===== config.mk =====
export PLATFORM = sky130hd
export DESIGN_NAME = mux8_rr_arbiter
export DESIGN_NICKNAME = d
export VERILOG_FILES = /design/src/rtl/mux8_rr_arbiter_pkg.sv /design/src/rtl/mux8_rr_arbiter_mux.sv /design/src/rtl/mux8_rr_arbiter_rr_pick8.sv /design/src/rtl/mux8_rr_arbiter.sv
export SDC_FILE = /design/constraint.sdc
export NUM_CORES = 1
export LEC_CHECK = 0
export BUFFER_PORTS_ARGS = -buffer_cell sky130_fd_sc_hd__buf_2
export CORE_MARGIN = 3
export CORE_UTILIZATION = 51
export CTS_CLUSTER_DIAMETER = 80
export CTS_CLUSTER_SIZE = 30
export DETAILED_ROUTE_END_ITERATION = 8
export GPL_ROUTABILITY_DRIVEN = 0
export GPL_TIMING_DRIVEN = 0
export PLACE_DENSITY = 0.92
export SETUP_SLACK_MARGIN = 0.02
export SLEW_MARGIN = 20
export SYNTH_ARGS = -nofsm -noshare
export SYNTH_HDL_FRONTEND = slang
export SYNTH_SLANG_ARGS = --single-unit

===== constraint.sdc =====
create_clock -name clock -period 4.35 [get_ports clock]
set_clock_uncertainty 0.2 [all_clocks]
set_input_delay 0.435 -clock clock [delete_from_list [all_inputs] [get_ports clock]]
set_output_delay 0.435 -clock clock [all_outputs]
set_load 0.01 [all_outputs]

===== src/rtl/mux8_rr_arbiter_pkg.sv =====
// Shared definitions for the 8-way round-robin bus arbiter: requester count,
// select width, arbiter states and a one-hot helper.
package mux8_rr_arbiter_pkg;

   localparam int NREQ = 8;
   localparam int SELW = 3;

   typedef enum logic {
      S_IDLE  = 1'b0,
      S_GRANT = 1'b1
   } arb_state_t;

   function automatic logic [NREQ-1:0] onehot8(input logic [SELW-1:0] idx);
      return 8'b0000_0001 << idx;
   endfunction

endpackage


===== src/rtl/mux8_rr_arbiter_mux.sv =====
// Mux8Way16: the existing shared 16-bit 8:1 datapath multiplexer.
module Mux8Way16 (
   input  logic [15:0] a,
   input  logic [15:0] b,
   input  logic [15:0] c,
   input  logic [15:0] d,
   input  logic [15:0] e,
   input  logic [15:0] f,
   input  logic [15:0] g,
   input  logic [15:0] h,
   input  logic [2:0]  sel,
   output logic [15:0] out
);

   always_comb begin
      case (sel)
         3'd0:    out = a;
         3'd1:    out = b;
         3'd2:    out = c;
         3'd3:    out = d;
         3'd4:    out = e;
         3'd5:    out = f;
         3'd6:    out = g;
         default: out = h;
      endcase
   end

endmodule


===== src/rtl/mux8_rr_arbiter_rr_pick8.sv =====
// rr_pick8: finds the first asserted request scanning start, start+1, ... start+7 (mod 8).
module rr_pick8
   import mux8_rr_arbiter_pkg::*;
(
   input  logic [NREQ-1:0] req,
   input  logic [SELW-1:0] start,
   output logic [SELW-1:0] idx,
   output logic            found
);

   logic [2*NREQ-1:0] dbl;
   logic [NREQ-1:0]   rot;

   always_comb begin
      // Rotate so that bit 0 of rot corresponds to the requester at start.
      dbl   = {req, req} >> start;
      rot   = dbl[NREQ-1:0];
      idx   = '0;
      found = 1'b0;
      for (int k = NREQ - 1; k >= 0; k--) begin
         if (rot[k]) begin
            idx   = start + SELW'(k);
            found = 1'b1;
         end
      end
   end

endmodule


===== src/rtl/mux8_rr_arbiter.sv =====
// Round-robin arbiter sharing one Mux8Way16 among 8 requesters, with bounded bursts
// and a registered output word plus valid flag.
module mux8_rr_arbiter
   import mux8_rr_arbiter_pkg::*;
#(
   parameter int WIDTH     = 16,
   parameter int MAX_BURST = 4
) (
   input  logic             clock,
   input  logic             reset,
   input  logic [7:0]       req,
   input  logic [WIDTH-1:0] d0,
   input  logic [WIDTH-1:0] d1,
   input  logic [WIDTH-1:0] d2,
   input  logic [WIDTH-1:0] d3,
   input  logic [WIDTH-1:0] d4,
   input  logic [WIDTH-1:0] d5,
   input  logic [WIDTH-1:0] d6,
   input  logic [WIDTH-1:0] d7,
   output logic [7:0]       gnt,
   output logic [2:0]       sel,
   output logic [WIDTH-1:0] out,
   output logic             out_valid,
   output logic             busy
);

   localparam logic [3:0] MAX_B = 4'(MAX_BURST);

   arb_state_t       state_q, state_d;
   logic [7:0]       gnt_q, gnt_d;
   logic [2:0]       sel_q, sel_d;
   logic [2:0]       last_q, last_d;
   logic [3:0]       burst_cnt_q, burst_cnt_d;
   logic [WIDTH-1:0] out_q, out_d;
   logic             out_valid_q, out_valid_d;

   logic [2:0]       idx_idle, idx_next;
   logic             found_idle, found_next;
   logic [WIDTH-1:0] mux_out;

   rr_pick8 u_pick_idle (
      .req   (req),
      .start (last_q + 3'd1),
      .idx   (idx_idle),
      .found (found_idle)
   );

   // Current holder is masked out, so found_next means "someone else is waiting".
   rr_pick8 u_pick_next (
      .req   (req & ~gnt_q),
      .start (sel_q + 3'd1),
      .idx   (idx_next),
      .found (found_next)
   );

   Mux8Way16 u_mux (
      .a   (d0),
      .b   (d1),
      .c   (d2),
      .d   (d3),
      .e   (d4),
      .f   (d5),
      .g   (d6),
      .h   (d7),
      .sel (sel_q),
      .out (mux_out)
   );

   always_comb begin
      state_d     = state_q;
      gnt_d       = gnt_q;
      sel_d       = sel_q;
      last_d      = last_q;
      burst_cnt_d = burst_cnt_q;
      case (state_q)
         S_IDLE: begin
            if (found_idle) begin
               gnt_d       = onehot8(idx_idle);
               sel_d       = idx_idle;
               last_d      = idx_idle;
               burst_cnt_d = 4'd1;
               state_d     = S_GRANT;
            end
         end
         S_GRANT: begin
            if (req[sel_q] && (burst_cnt_q < MAX_B)) begin
               burst_cnt_d = burst_cnt_q + 4'd1;
            end else if (found_next) begin
               gnt_d       = onehot8(idx_next);
               sel_d       = idx_next;
               last_d      = idx_next;
               burst_cnt_d = 4'd1;
            end else if (req[sel_q]) begin
               burst_cnt_d = 4'd1;
            end else begin
               gnt_d       = '0;
               burst_cnt_d = '0;
               state_d     = S_IDLE;
            end
         end
         default: begin
            gnt_d       = '0;
            burst_cnt_d = '0;
            state_d     = S_IDLE;
         end
      endcase

      out_valid_d = |gnt_q;
      out_d       = (|gnt_q) ? mux_out : out_q;
   end

   always_ff @(posedge clock) begin
      if (reset) begin
         state_q     <= S_IDLE;
         gnt_q       <= '0;
         sel_q       <= '0;
         last_q      <= 3'd7;
         burst_cnt_q <= '0;
         out_q       <= '0;
         out_valid_q <= 1'b0;
      end else begin
         state_q     <= state_d;
         gnt_q       <= gnt_d;
         sel_q       <= sel_d;
         last_q      <= last_d;
         burst_cnt_q <= burst_cnt_d;
         out_q       <= out_d;
         out_valid_q <= out_valid_d;
      end
   end

   assign gnt       = gnt_q;
   assign sel       = sel_q;
   assign out       = out_q;
   assign out_valid = out_valid_q;
   assign busy      = |gnt_q;

endmodule

Yosys cells after proc, flatten, opt, wreduce, memory -nomap -nowiden
Cells that the tools add are included.

Register bits after elaboration: 36. Bits in latches: 0. RAM bits: 0. Memory bits (read-only): 0. Output and inout port bits: 29. Word-level logic and storage cells: 102. Memories: 0.

$add $sub $neg: 17. $mul: 0. Divide/modulo/power cells: 0. $lt $le $gt $ge: 2. Eq/ne operators: 10. Shift-type cells: 4. Mux-type cells: 54. Bitwise gates (word level): 3. Reductions and logical operators: 5.

Operator list (count): one-hot mux 16 bit (7 select lines) (1); 2-to-1 mux 3 bit (19); 2-to-1 mux 8 bit (4); right shift 16 x 3 -> 8 bit (2); adder 3 bit (second input constant) (8); 2-to-1 mux 1 bit (23); one-hot mux 8 bit (2 select lines) (1); << shifter 1 x 3 -> 8 bit (first input constant) (2); adder 3 x 1 -> 3 bit (second input constant) (4); adder 3 x 2 -> 3 bit (second input constant) (4); equality test 3 bit (second input constant) (3); AND 8 bit (1); 2-to-1 mux 4 bit (2); NOT 8 bit (1); one-hot mux 4 bit (2 select lines) (1); OR reduction 8 bit (1); equality test 3 x 2 -> 1 bit (second input constant) (2); one-hot mux 3 bit (2 select lines) (1); AND reduction 3 bit (2); adder 4 x 1 -> 4 bit (second input constant) (1); < comparator 3 x 4 -> 1 bit (second input constant) (1); < comparator 4 x 3 -> 1 bit (second input constant) (1); inequality test 2 bit (second input constant) (2); binary-select mux 1 bit (select 3 bit) (1); other kinds (7) (7).

Longest topological paths before layout
Gate-level depths: netlist of the first run.

Depth in word-level cells: 15. Gate-level depth with buffers: 15. Depth with buffers taken out: 11.

Cells and area by module
A second synthesis of the first run with hierarchy kept.

Cells, all modules: 571. Area total of the unflattened synthesis: 4675.7 µm².

By module, submodules not included: rr_pick8 (times used 2, cells each 115, area each 924.6 µm², seq. area each 0.0 µm²); mux8_rr_arbiter (times used 1, cells each 187, area each 1800.5 µm², seq. area each 720.7 µm²); Mux8Way16 (times used 1, cells each 154, area each 1026.0 µm², seq. area each 0.0 µm²).

Worst setup path before layout of the first run
No wires, ideal clock.

Path kind: register to register. Start: register sel_q[2], in the netlist sel[2]. End: register gnt_q[7], in the netlist gnt[7]. Library setup time: 0.058 ns. Data arrival time: 3.628 ns. Path slack: 0.463 ns. Cell stages (with the launch flop): 15. Path buffers: 4. Period minus slack after synthesis: 3.887 ns. Path through: dfxtp_1 -> clkbuf_1 -> clkinv_1 -> buf_1 -> ha_1 -> buf_2 -> buf_2 -> mux4_2 -> mux2i_1 -> o21ai_0 -> o221ai_2 -> mux2i_4 -> nand2_1 -> o221ai_1 -> o211a_1.

Cells in the longest elaborated chain, start to end: 14.

Ends and longest elaborated chain: start, declared (RTL line mux8_rr_arbiter.sv:31) `logic [2:0] sel_q, sel_d;`; start signal, assigned (RTL line mux8_rr_arbiter.sv:124) `sel_q <= sel_d;`; adder 3 x 1 -> 3 bit (RTL line mux8_rr_arbiter.sv:51) `.start (sel_q + 3'd1),`; adder 3 bit or right shift 16 x 3 -> 8 bit (tied branches) (RTL line mux8_rr_arbiter_rr_pick8.sv:22, mux8_rr_arbiter_rr_pick8.sv:16); 2-to-1 mux 3 bit (8 in series) (RTL line mux8_rr_arbiter_rr_pick8.sv:21) `if (rot[k]) begin`; << shifter 1 x 3 -> 8 bit (RTL line mux8_rr_arbiter_pkg.sv:14) `return 8'b0000_0001 << idx;`; 2-to-1 mux 8 bit (RTL line mux8_rr_arbiter.sv:88) `end else if (found_next) begin`; 2-to-1 mux 8 bit (RTL line mux8_rr_arbiter.sv:86) `if (req[sel_q] && (burst_cnt_q < MAX_B)) begin`; one-hot mux 8 bit (2 select lines) (RTL line mux8_rr_arbiter.sv:75) `case (state_q)`; end signal, assigned (RTL line mux8_rr_arbiter.sv:123) `gnt_q <= gnt_d;`; end, declared (RTL line mux8_rr_arbiter.sv:30) `logic [7:0] gnt_q, gnt_d;`.

Parallel ways exist; a longest one is shown, timed or not. The select of a mux whose other input is x is not followed. A chain may end at the register's enable or synchronous reset.

Final worst setup path of the first run
Start: register sel_q[1], in the netlist sel[1]. End: register gnt_q[7], in the netlist gnt[7].

Same word-level chain as after synthesis.

==> metrics.yaml, run 1 <==
core_mm2: 0.00830
cp.required_ns: 4.38
crit_chain: "ha_1 -> ha_1 -> buf_2 -> and4b_1 -> nor4_2 -> mux2_2 -> o21ai_0 -> o221ai_2 -> mux2i_4 -> nand2_1 -> o221ai_1 -> o211a_1"
clkSlewWorstSetupHoldPaths_ns: 0.07
dr.pass1.iters: 9
worst_pin_slew_ns: 0.764
antenna_found_initial: 0
critPathMaxFanout: 9
hold_viol_final: 0
ir_drop_v: 0.000378
outcome: "finished clean"
cts_setup_buffers: 0
nets: 860
synth_flop_cell: "dfxtp_1"
gr-usage-met3_pct: 7.36
worstSetupEndpointType: "flip-flop"
slew_headroom_pct: 48.7
finalNonFillerCells: 819
rows: 33
pin_count: 167
max_stage_delay_ns: 0.63
grtUsageMet1_pct: 39.4
cpMostUsedCell: "ha_1"
power_density_mw_per_mm2: 799
grt_overflow: 0
grt_max_degree: 19
synth_edf_count: 0
ys_seq_elements: 36
cts.sinks: 36
fill_cells: 645
cts-root-buf: "clkbuf_8"
cp_slowest_cell: "nor4_2"
gr-max-usage-layer: "met2"
num_vias: 5814
grt.total_usage_pct: 32.3
drv_slew: 0
drc_errors: 0
max_cap_violations: 0
cts_max_level: 2
dieArea_mm2: 0.00980
seq_area_um2: 722
syn_area_mm2: 0.00441
yosys_warnings: 0
rsz0062_at_grt: "no"
routedWlPerCell_um: 20.7
critPathKind: "reg -> reg"
antenna_cells: 0
fin_util_pct: 66.2
drtAntennaViolNets: 0
period_minus_slack_ns: 4.13
grt_pass1_wl_um: 26200
hold_class: "in -> reg"
clk_latency_ns: 0.29
setup_viol: 0
use_met2_pct: 53.4
synth_cell_types: 86
synth_area_per_cell_um2: 8.15
die_h_um: 99.0
syn_nets: 688
layout_common_cells: "buf_2, nor2_1, dfxtp_1, nand2_1, clkbuf_1"
cp-start-kind: "flip-flop"
async_flop_share_pct: 0
viasPerCell: 7.10
finalPower_mw: 4.39
r2r_slack_ns: 0.22
drt-total-wl_um: 17000
clk_path_buf_depth: 2
syn_inst: 541
layout-drive-gt1-share_pct: 35.2
drt_iter0_drc: 810
fp.dieW_um: 99.0
leakagePower_nw: 2.37
seq_area_frac_synth_pct: 16.3
path_delay_family: "simple AND/OR/NAND/NOR gates"
numPlacedInstances: 812
cts_tree: "done"
crit_buf_inv: 1
fmax_ghz: 0.242
layout_commonest_cell: "buf_2"
multi_input_comb_area_mm2: 0.00342
cp.arrival_ns: 4.16
hpwlAfterDp_um: 13200
area.growth.synth_to_final_pct: 24.5
cts_buffers: 5
fin_crit_sh_pct: 94.8
grt_pass1_vias: 5541
port_buffers: 166
start_util_pct: 53.1
synth_stat cells (all sizes together) (4+ instances only):
| master | n | area (um2) |
|---|---|---|
| a22o | 8 | 70.1 |
| o211ai | 6 | 50.1 |
| a22oi | 9 | 67.6 |
| a211oi | 9 | 67.6 |
| a221oi | 12 | 105 |
| a21oi | 20 | 104 |
| nand2b | 20 | 128 |
| nand2 | 32 | 120 |
| buf | 21 | 129 |
| a2111oi | 8 | 70.1 |
| nor2 | 53 | 199 |
| a21o | 8 | 60.1 |
| and2 | 7 | 43.8 |
| o311ai | 4 | 35.0 |
| mux2i | 18 | 196 |
| nor4 | 7 | 50.1 |
| inv | 13 | 48.8 |
| o21ai | 23 | 123 |
| clkbuf | 30 | 113 |
| a311oi | 10 | 100 |
| nand3 | 18 | 90.1 |
| nand4 | 7 | 43.8 |
| mux4 | 16 | 360 |
| nor2b | 12 | 75.1 |
| nand3b | 4 | 30.0 |
| o31ai | 6 | 63.8 |
| mux2 | 10 | 116 |
| nor3 | 11 | 60.1 |
| dfxtp | 36 | 721 |
| a31oi | 5 | 31.3 |
| o221ai | 4 | 41.3 |
| a222oi | 26 | 260 |
| o22ai | 8 | 50.1 |
| ha | 9 | 113 |
layout make-up:
cell class | instances | share of cell area [%]
Tap cell | 105 | 2.39
Buffer | 50 | 4.35
Timing Repair Buffer | 166 | 15.1
Clock buffer | 8 | 1.64
Sequential cell | 36 | 13.1
Multi-Input combinational cell | 439 | 62.3
Inverter | 15 | 1.07
worst paths after layout:
check                       from                   to  cells past startpoint
min reg2reg  out[1]$_SDFFE_PP0P_  out[1]$_SDFFE_PP0P_                      2
max reg2reg  sel[1]$_SDFFE_PP0P_  gnt[7]$_SDFFE_PP0P_                     12
min                        reset  sel[0]$_SDFFE_PP0P_                      2
max          sel[1]$_SDFFE_PP0P_  gnt[7]$_SDFFE_PP0P_                     12
registers in the layout, indices dropped and copies added (netlist names):
signal	cells
burst_cnt_q	4
gnt	8
last_q	3
out	16
out_valid	1
sel	3
state_q	1
metal layers:
metal / part of all wire (%) / wire length, um
met1: 35 / 5970
met2: 47 / 8000
met3: 13 / 2260
met4: 4.5 / 760
met5: 0 / 0
stage by stage:
stage | setup WS [ns] | hold slack (ns) | area (um2) | setup TNS (ns)
final | 0.225 | 0.193 | 5490 | 0
after global routing | 0.0187 | 0.198 | 5490 | 0
after CTS | 0.198 | 0.191 | 5470 | 0
after detailed placement | -0.427 | 0.292 | 5370 | -4.63
after global placement | -0.328 | 0.285 | 5370 | -3.61
after floorplan | 0.463 | 0.270 | 4410 | 0
power by group:
| part | internal [mW] | switching [mW] |
|---|---|---|
| sequential | 0.445 | 0.105 |
| combinational | 1.43 | 2.17 |
| clock | 0.129 | 0.112 |
kinds of logic after synthesis:
group	count (synthesis)	share of synthesized area [%]
AND/OR/NAND/NOR	194	23.9
XOR/XNOR	2	0.397
AO/OA/AOI/OAI	190	34.8
flip-flops	36	16.3
buffers and inverters	66	6.75
adder cells (fa/ha/maj)	9	2.55
multiplexers	44	15.3
repair_timing:
action                     4_1_cts  5_1_grt
gates resized for setup          3        6
pin swaps                        0        0
hold buffers                     0        0
setup endpoints to repair       15       12
No activity file was read; power rests on OpenSTA's default activity.
==> run 2: changes to the inputs <==
Settings changed: REMOVE_ABC_BUFFERS from default to 1.
==> metrics.yaml, run 2 (same netlist as run 1, synthesis figures left out) <==
die_h_um: 99.0  # unchanged
drc_errors: 0  # unchanged
ir_drop_v: 0.000386  # +2.4%
grt_overflow: 0  # unchanged
finalPower_mw: 4.18  # -4.7%
r2r_slack_ns: 0.30  # +0.08 ns
antenna_found_initial: 1  # +1
clk_latency_ns: 0.29  # about the same
power_density_mw_per_mm2: 788  # -1.3%
critPathMaxFanout: 28  # +19
drt_iter0_drc: 880  # +8.6%
core_mm2: 0.00830  # unchanged
cts-root-buf: "clkbuf_8"
antenna_cells: 0  # unchanged
r2r_cells: 10  # -2
r2r-end: "gnt[5]$_SDFFE_PP0P_"
area.growth.synth_to_final_pct: 20.3
crit_start: "last_q[0]$_SDFFE_PP1P_"
multi_input_comb_area_mm2: 0.00346  # +1.1%
max_cap_violations: 0  # unchanged
outcome: "finished clean"
drtAntennaViolNets: 0  # unchanged
worstSetupEndpointType: "flip-flop"
fp.dieW_um: 99.0  # unchanged
worst_pin_slew_ns: 1.15  # +0.391 ns
layout-drive-gt1-share_pct: 36.1  # +0.94 points
drt-total-wl_um: 16200  # -4.5%
grt_pass1_vias: 5136  # -7.3%
period_minus_slack_ns: 4.05  # -0.0794 ns
slew_headroom_pct: 22.5  # -26 points
critPathKind: "reg -> reg"
cts_max_level: 2  # unchanged
dr.pass1.iters: 9  # unchanged
grt.total_usage_pct: 30.8  # -1.5 points
setup-tns-final_ns: 0  # unchanged
setup_viol: 0  # unchanged
pin_count: 167  # unchanged
dieArea_mm2: 0.00980  # unchanged
cts_tree: "done"
cts_setup_buffers: 0  # unchanged
cts_buffers: 5  # unchanged
cp.arrival_ns: 4.08  # -0.08 ns
hpwlAfterDp_um: 11700  # -11%
clkSlewWorstSetupHoldPaths_ns: 0.08  # about the same
fmax_ghz: 0.247  # +2.0%
grt_max_degree: 34  # +15
hold_class: "reg -> reg"
clk_path_buf_depth: 2  # unchanged
cp-start-kind: "flip-flop"
num_vias: 5520  # -5.1%
final_area_mm2: 0.00531  # -3.4%
rsz0062_at_grt: "no"
nets: 811  # -5.7%
port_buffers: 166  # unchanged
seq_area_um2: 729  # +1.0%
layout_common_cells: "buf_2, nor2_1, dfxtp_1, nand2_1, a222oi_1"
grt_pass1_wl_um: 25400  # -3.3%
cts.sinks: 36  # unchanged
postPlaceCellArea_mm2: 0.00514  # -4.2%
hold_viol_final: 0  # unchanged
r2r_start: "last_q[0]$_SDFFE_PP1P_"
viasPerCell: 7.17  # +0.99%
largest_register_ffs: 16  # unchanged
start_util_pct: 53.1  # unchanged
drv_slew: 0  # unchanged
fill_cells: 698  # +8.2%
layout_commonest_cell: "buf_2"
routedWlPerCell_um: 21.1  # +1.6%
rows: 33  # unchanged
cp-endpoint: "gnt[5]$_SDFFE_PP0P_"
fin_crit_sh_pct: 93.0  # -1.8 points
leakagePower_nw: 2.27  # -4.4%
cp.required_ns: 4.39  # about the same
## run 2: worst min path at each step
stage                                 from                           to  slack [ns]  depth (start not counted)
5_1_grt                out[9]$_SDFFE_PP0P_          out[9]$_SDFFE_PP0P_        0.33                          2
3_5_place_dp   burst_cnt_q[1]$_SDFFE_PP0P_  burst_cnt_q[1]$_SDFFE_PP0P_        0.29                          2
6_report               out[9]$_SDFFE_PP0P_          out[9]$_SDFFE_PP0P_        0.30                          2
4_1_cts                              d2[3]          out[3]$_SDFFE_PP0P_        0.30                          5
3_3_place_gp           out[1]$_SDFFE_PP0P_          out[1]$_SDFFE_PP0P_        0.28                          2
2_1_floorplan  burst_cnt_q[0]$_SDFFE_PP0P_  burst_cnt_q[0]$_SDFFE_PP0P_        0.26                          2
## run 2: cell type report
| cell class | count | area share (%) |
|---|---|---|
| Tap cell | 105 | 2.48 |
| Clock buffer | 5 | 1.30 |
| Inverter | 15 | 1.13 |
| Multi-Input combinational cell | 439 | 65.2 |
| Clock inverter | 3 | 0.354 |
| Timing Repair Buffer | 167 | 15.8 |
| Sequential cell | 36 | 13.8 |
## run 2: per-layer routing
layer  vias up  global-route usage, %  part of all wire (%)
met2       450                   48.2                    47
li1       2428                      -                     -
met1      2586                   43.3                    40
met3        54                   5.31                    11
met4         2                   9.45                   2.5
met5         -                      0                 0.074
## run 2: timing repair
| item | in CTS | in global routing |
|---|---|---|
| hold buffers | 0 | 0 |
| cloned | 0 | 0 |
| gates resized for setup | 8 | 10 |
| endpoints found under the setup margin | 19 | 14 |
| hold endpoints to repair | 0 | 0 |
## run 2: power by group
group	internal, mW	total [mW]	switching (mW)
Clock	0.112	0.238	0.126
Sequential	0.449	0.630	0.181
Combinational	1.36	3.31	1.95
Total	1.92	4.18	2.26
## run 2: stage by stage
| stage | utilization, % | std cells | setup slack, ns | hold WS [ns] |
|---|---|---|---|---|
| floorplan | - | 490 | -0.145 | 0.263 |
| global placement | 61.8 | 761 | -0.856 | 0.283 |
| detailed placement | 62.0 | 762 | -1.05 | 0.294 |
| CTS | 63.3 | 770 | 0.0550 | 0.303 |
| global route | 63.9 | 770 | 0.0497 | 0.332 |
| finish | 63.9 | 770 | 0.304 | 0.305 |
## run 2: critical path, stage by stage (launching register included)
cell	delay, ns
dfxtp_4	0.45
ha_1	0.31
xnor2_1	0.92
o311ai_0	0.46
nor2_1	0.26
o31a_1	0.18
o21ai_2	0.06
a21boi_2	0.23
mux2_4	0.36
o41ai_2	0.34
o221a_1	0.22
==> run 3: changes to the inputs <==
Settings changed: CELL_PAD_IN_SITES_DETAIL_PLACEMENT from default to 1, CELL_PAD_IN_SITES_GLOBAL_PLACEMENT from default to 1, CORE_UTILIZATION 51 to 36, PLACE_DENSITY 0.92 to 0.91.
==> metrics.yaml, run 3 (same netlist as run 1, synthesis figures left out) <==
layout_common_cells: "buf_2, nor2_1, dfxtp_1, nand2_1, a222oi_1"
clkSlewWorstSetupHoldPaths_ns: 0.05  # -0.03 ns
timing.final.ws_setup_ns: 0.267  # -0.0369 ns
r2r_slack_ns: 0.27  # -0.04 ns
cts_buffers: 5  # unchanged
drt-total-wl_um: 19100  # +18%
fp.dieW_um: 117  # +18%
antenna_cells: 0  # unchanged
leakagePower_nw: 2.30  # +1.4%
grt.total_usage_pct: 26.8  # -4.0 points
area.growth.synth_to_final_pct: 23.3
drv_slew: 0  # unchanged
rows: 39  # +18%
r2r_start: "sel[2]$_SDFFE_PP0P_"
core_mm2: 0.0117  # +41%
max_cap_violations: 0  # unchanged
dieArea_mm2: 0.0136  # +39%
drt_iter0_drc: 679  # -23%
pre_cts_slack_ns: -1.14  # -0.0907 ns
path_delay_family: "multiplexers"
r2r_cells: 11  # +1
clk_latency_ns: 0.28  # about the same
grt_pass1_vias: 5506  # +7.2%
dr.pass1.iters: 7  # -2
crit_buf_inv: 2  # +2
pwr-share-clk_pct: 8.3  # +2.6 points
cts_max_level: 2  # unchanged
start_util_pct: 37.7  # -15 points
routedWlPerCell_um: 23.6  # +12%
p_int_mw: 2.07  # +7.8%
cp.arrival_ns: 4.10  # +0.02 ns
cts-root-buf: "clkbuf_16"
cts_tree: "done"
power_density_mw_per_mm2: 826  # +4.8%
pin_count: 167  # unchanged
swShare_pct: 54.0  # -0.12 points
fill_cells: 1459  # +110%
hold_buffers: 0  # unchanged
hold_start: "out[9]$_SDFFE_PP0P_"
whs_path_depth: 2  # unchanged
hold_class: "reg -> reg"
worstSetupEndpointType: "flip-flop"
fin_crit_sh_pct: 93.9  # +0.85 points
cp.required_ns: 4.37  # -0.02 ns
clk_path_buf_depth: 2  # unchanged
hold_viol_final: 0  # unchanged
p_comb_share_pct: 77.6  # -1.6 points
fmax_ghz: 0.245  # -0.90%
port_buffers: 166  # unchanged
drc_errors: 0  # unchanged
viasPerCell: 6.83  # -4.7%
grt_overflow: 0  # unchanged
grt_max_degree: 34  # unchanged
crit_chain: "inv_4 -> ha_4 -> clkinvlp_4 -> mux4_2 -> mux2_2 -> nor4b_2 -> o221ai_2 -> mux2i_4 -> nand2_1 -> o221ai_1 -> o211a_1"
fin_util_pct: 46.5  # -17 points
largest_register_ffs: 16  # unchanged
cp_slowest_cell: "dfxtp_2"
min_to: "out[9]$_SDFFE_PP0P_"
layout_commonest_cell: "buf_2"
rsz0062_at_grt: "no"
outcome: "finished clean"
ir_drop_v: 0.000285  # -26%
antenna_found_initial: 0  # -1
slew_headroom_pct: 29.7  # +7.3 points
die_h_um: 117  # +18%
critPathMaxFanout: 27  # -3.6%
drtAntennaViolNets: 0  # unchanged
setup_viol: 0  # unchanged
cp-start-kind: "flip-flop"
cts.sinks: 36  # unchanged
worst_pin_slew_ns: 1.05  # -0.105 ns
nets: 813  # +0.25%
grt_pass1_wl_um: 29300  # +15%
switching_power_mw: 2.42  # +7.3%
layout-drive-gt1-share_pct: 36.5  # +0.40 points
period_minus_slack_ns: 4.08  # +0.0369 ns
r2r-end: "gnt[7]$_SDFFE_PP0P_"
hpwlAfterDp_um: 14600  # +24%
max_stage_delay_ns: 0.59  # -0.33 ns
whs_ns: 0.294  # -0.0107 ns
p_seq_share_pct: 14.1  # -1.0 points
num_vias: 5526  # +0.11%
critPathKind: "reg -> reg"
## run 3: worst max-delay path by stage
stage                     slack (ns)                    from  depth (start not counted)                  end
after floorplan                -0.15  last_q[0]$_SDFFE_PP1P_                         10  gnt[0]$_SDFFE_PP0P_
after global placement         -1.12     sel[2]$_SDFFE_PP0P_                          5  out[7]$_SDFFE_PP0P_
after detailed placement       -1.14     sel[2]$_SDFFE_PP0P_                         11  gnt[7]$_SDFFE_PP0P_
after CTS                       0.08     sel[0]$_SDFFE_PP0P_                         11  gnt[7]$_SDFFE_PP0P_
after global routing            0.02  last_q[0]$_SDFFE_PP1P_                         10  gnt[6]$_SDFFE_PP0P_
final                           0.27     sel[2]$_SDFFE_PP0P_                         11  gnt[7]$_SDFFE_PP0P_
## run 3: final cells by class
cell class | count | area [um2] | share of cell area, %
tap | 143 | 179 | 3.29
multi-input combinational | 439 | 3460 | 63.6
inverter | 15 | 63.8 | 1.17
clock buffer | 7 | 153 | 2.81
sequential | 36 | 729 | 13.4
timing repair buffer | 169 | 853 | 15.7
## run 3: power groups by stage
stage          clock network [mW]  logic, mW  registers (mW)
5_1_grt                     0.391       3.78           0.651
3_3_place_gp                    0       3.09           0.612
2_1_floorplan                   0       2.35           0.610
4_1_cts                     0.375       3.37           0.622
3_5_place_dp                    0       3.30           0.623
6_report                    0.373       3.48           0.635
## run 3: timing repair
action	CTS	global route
setup buffers	1	0
pin swaps	1	0
setup endpoints to repair	19	14
gates resized for setup	10	8
## run 3: worst min-delay path, cell delays in order (launching register included)
cell	delay (ns)
dfxtp_1	0.30
nor2_1	0.09
a311oi_1	0.05
## run 3: metal layers
metal  GRT usage [%]  up-vias  routed length [um]
met1            35.8     2766                7710
met5               0        -                   0
met2            44.3      270                9570
li1                -     2438                   -
met3            4.87       52                1340
met4            7.34        0                 510
## run 3: through the flow
stage	area, um2	cells	power (mW)	TNS (ns)
finish	5440	809	4.49	0
global placement	5180	799	3.71	-28.31
CTS	5390	809	4.36	0
global route	5440	809	4.82	0
detailed placement	5200	801	3.93	-17.38
floorplan	4170	490	2.96	-0.791
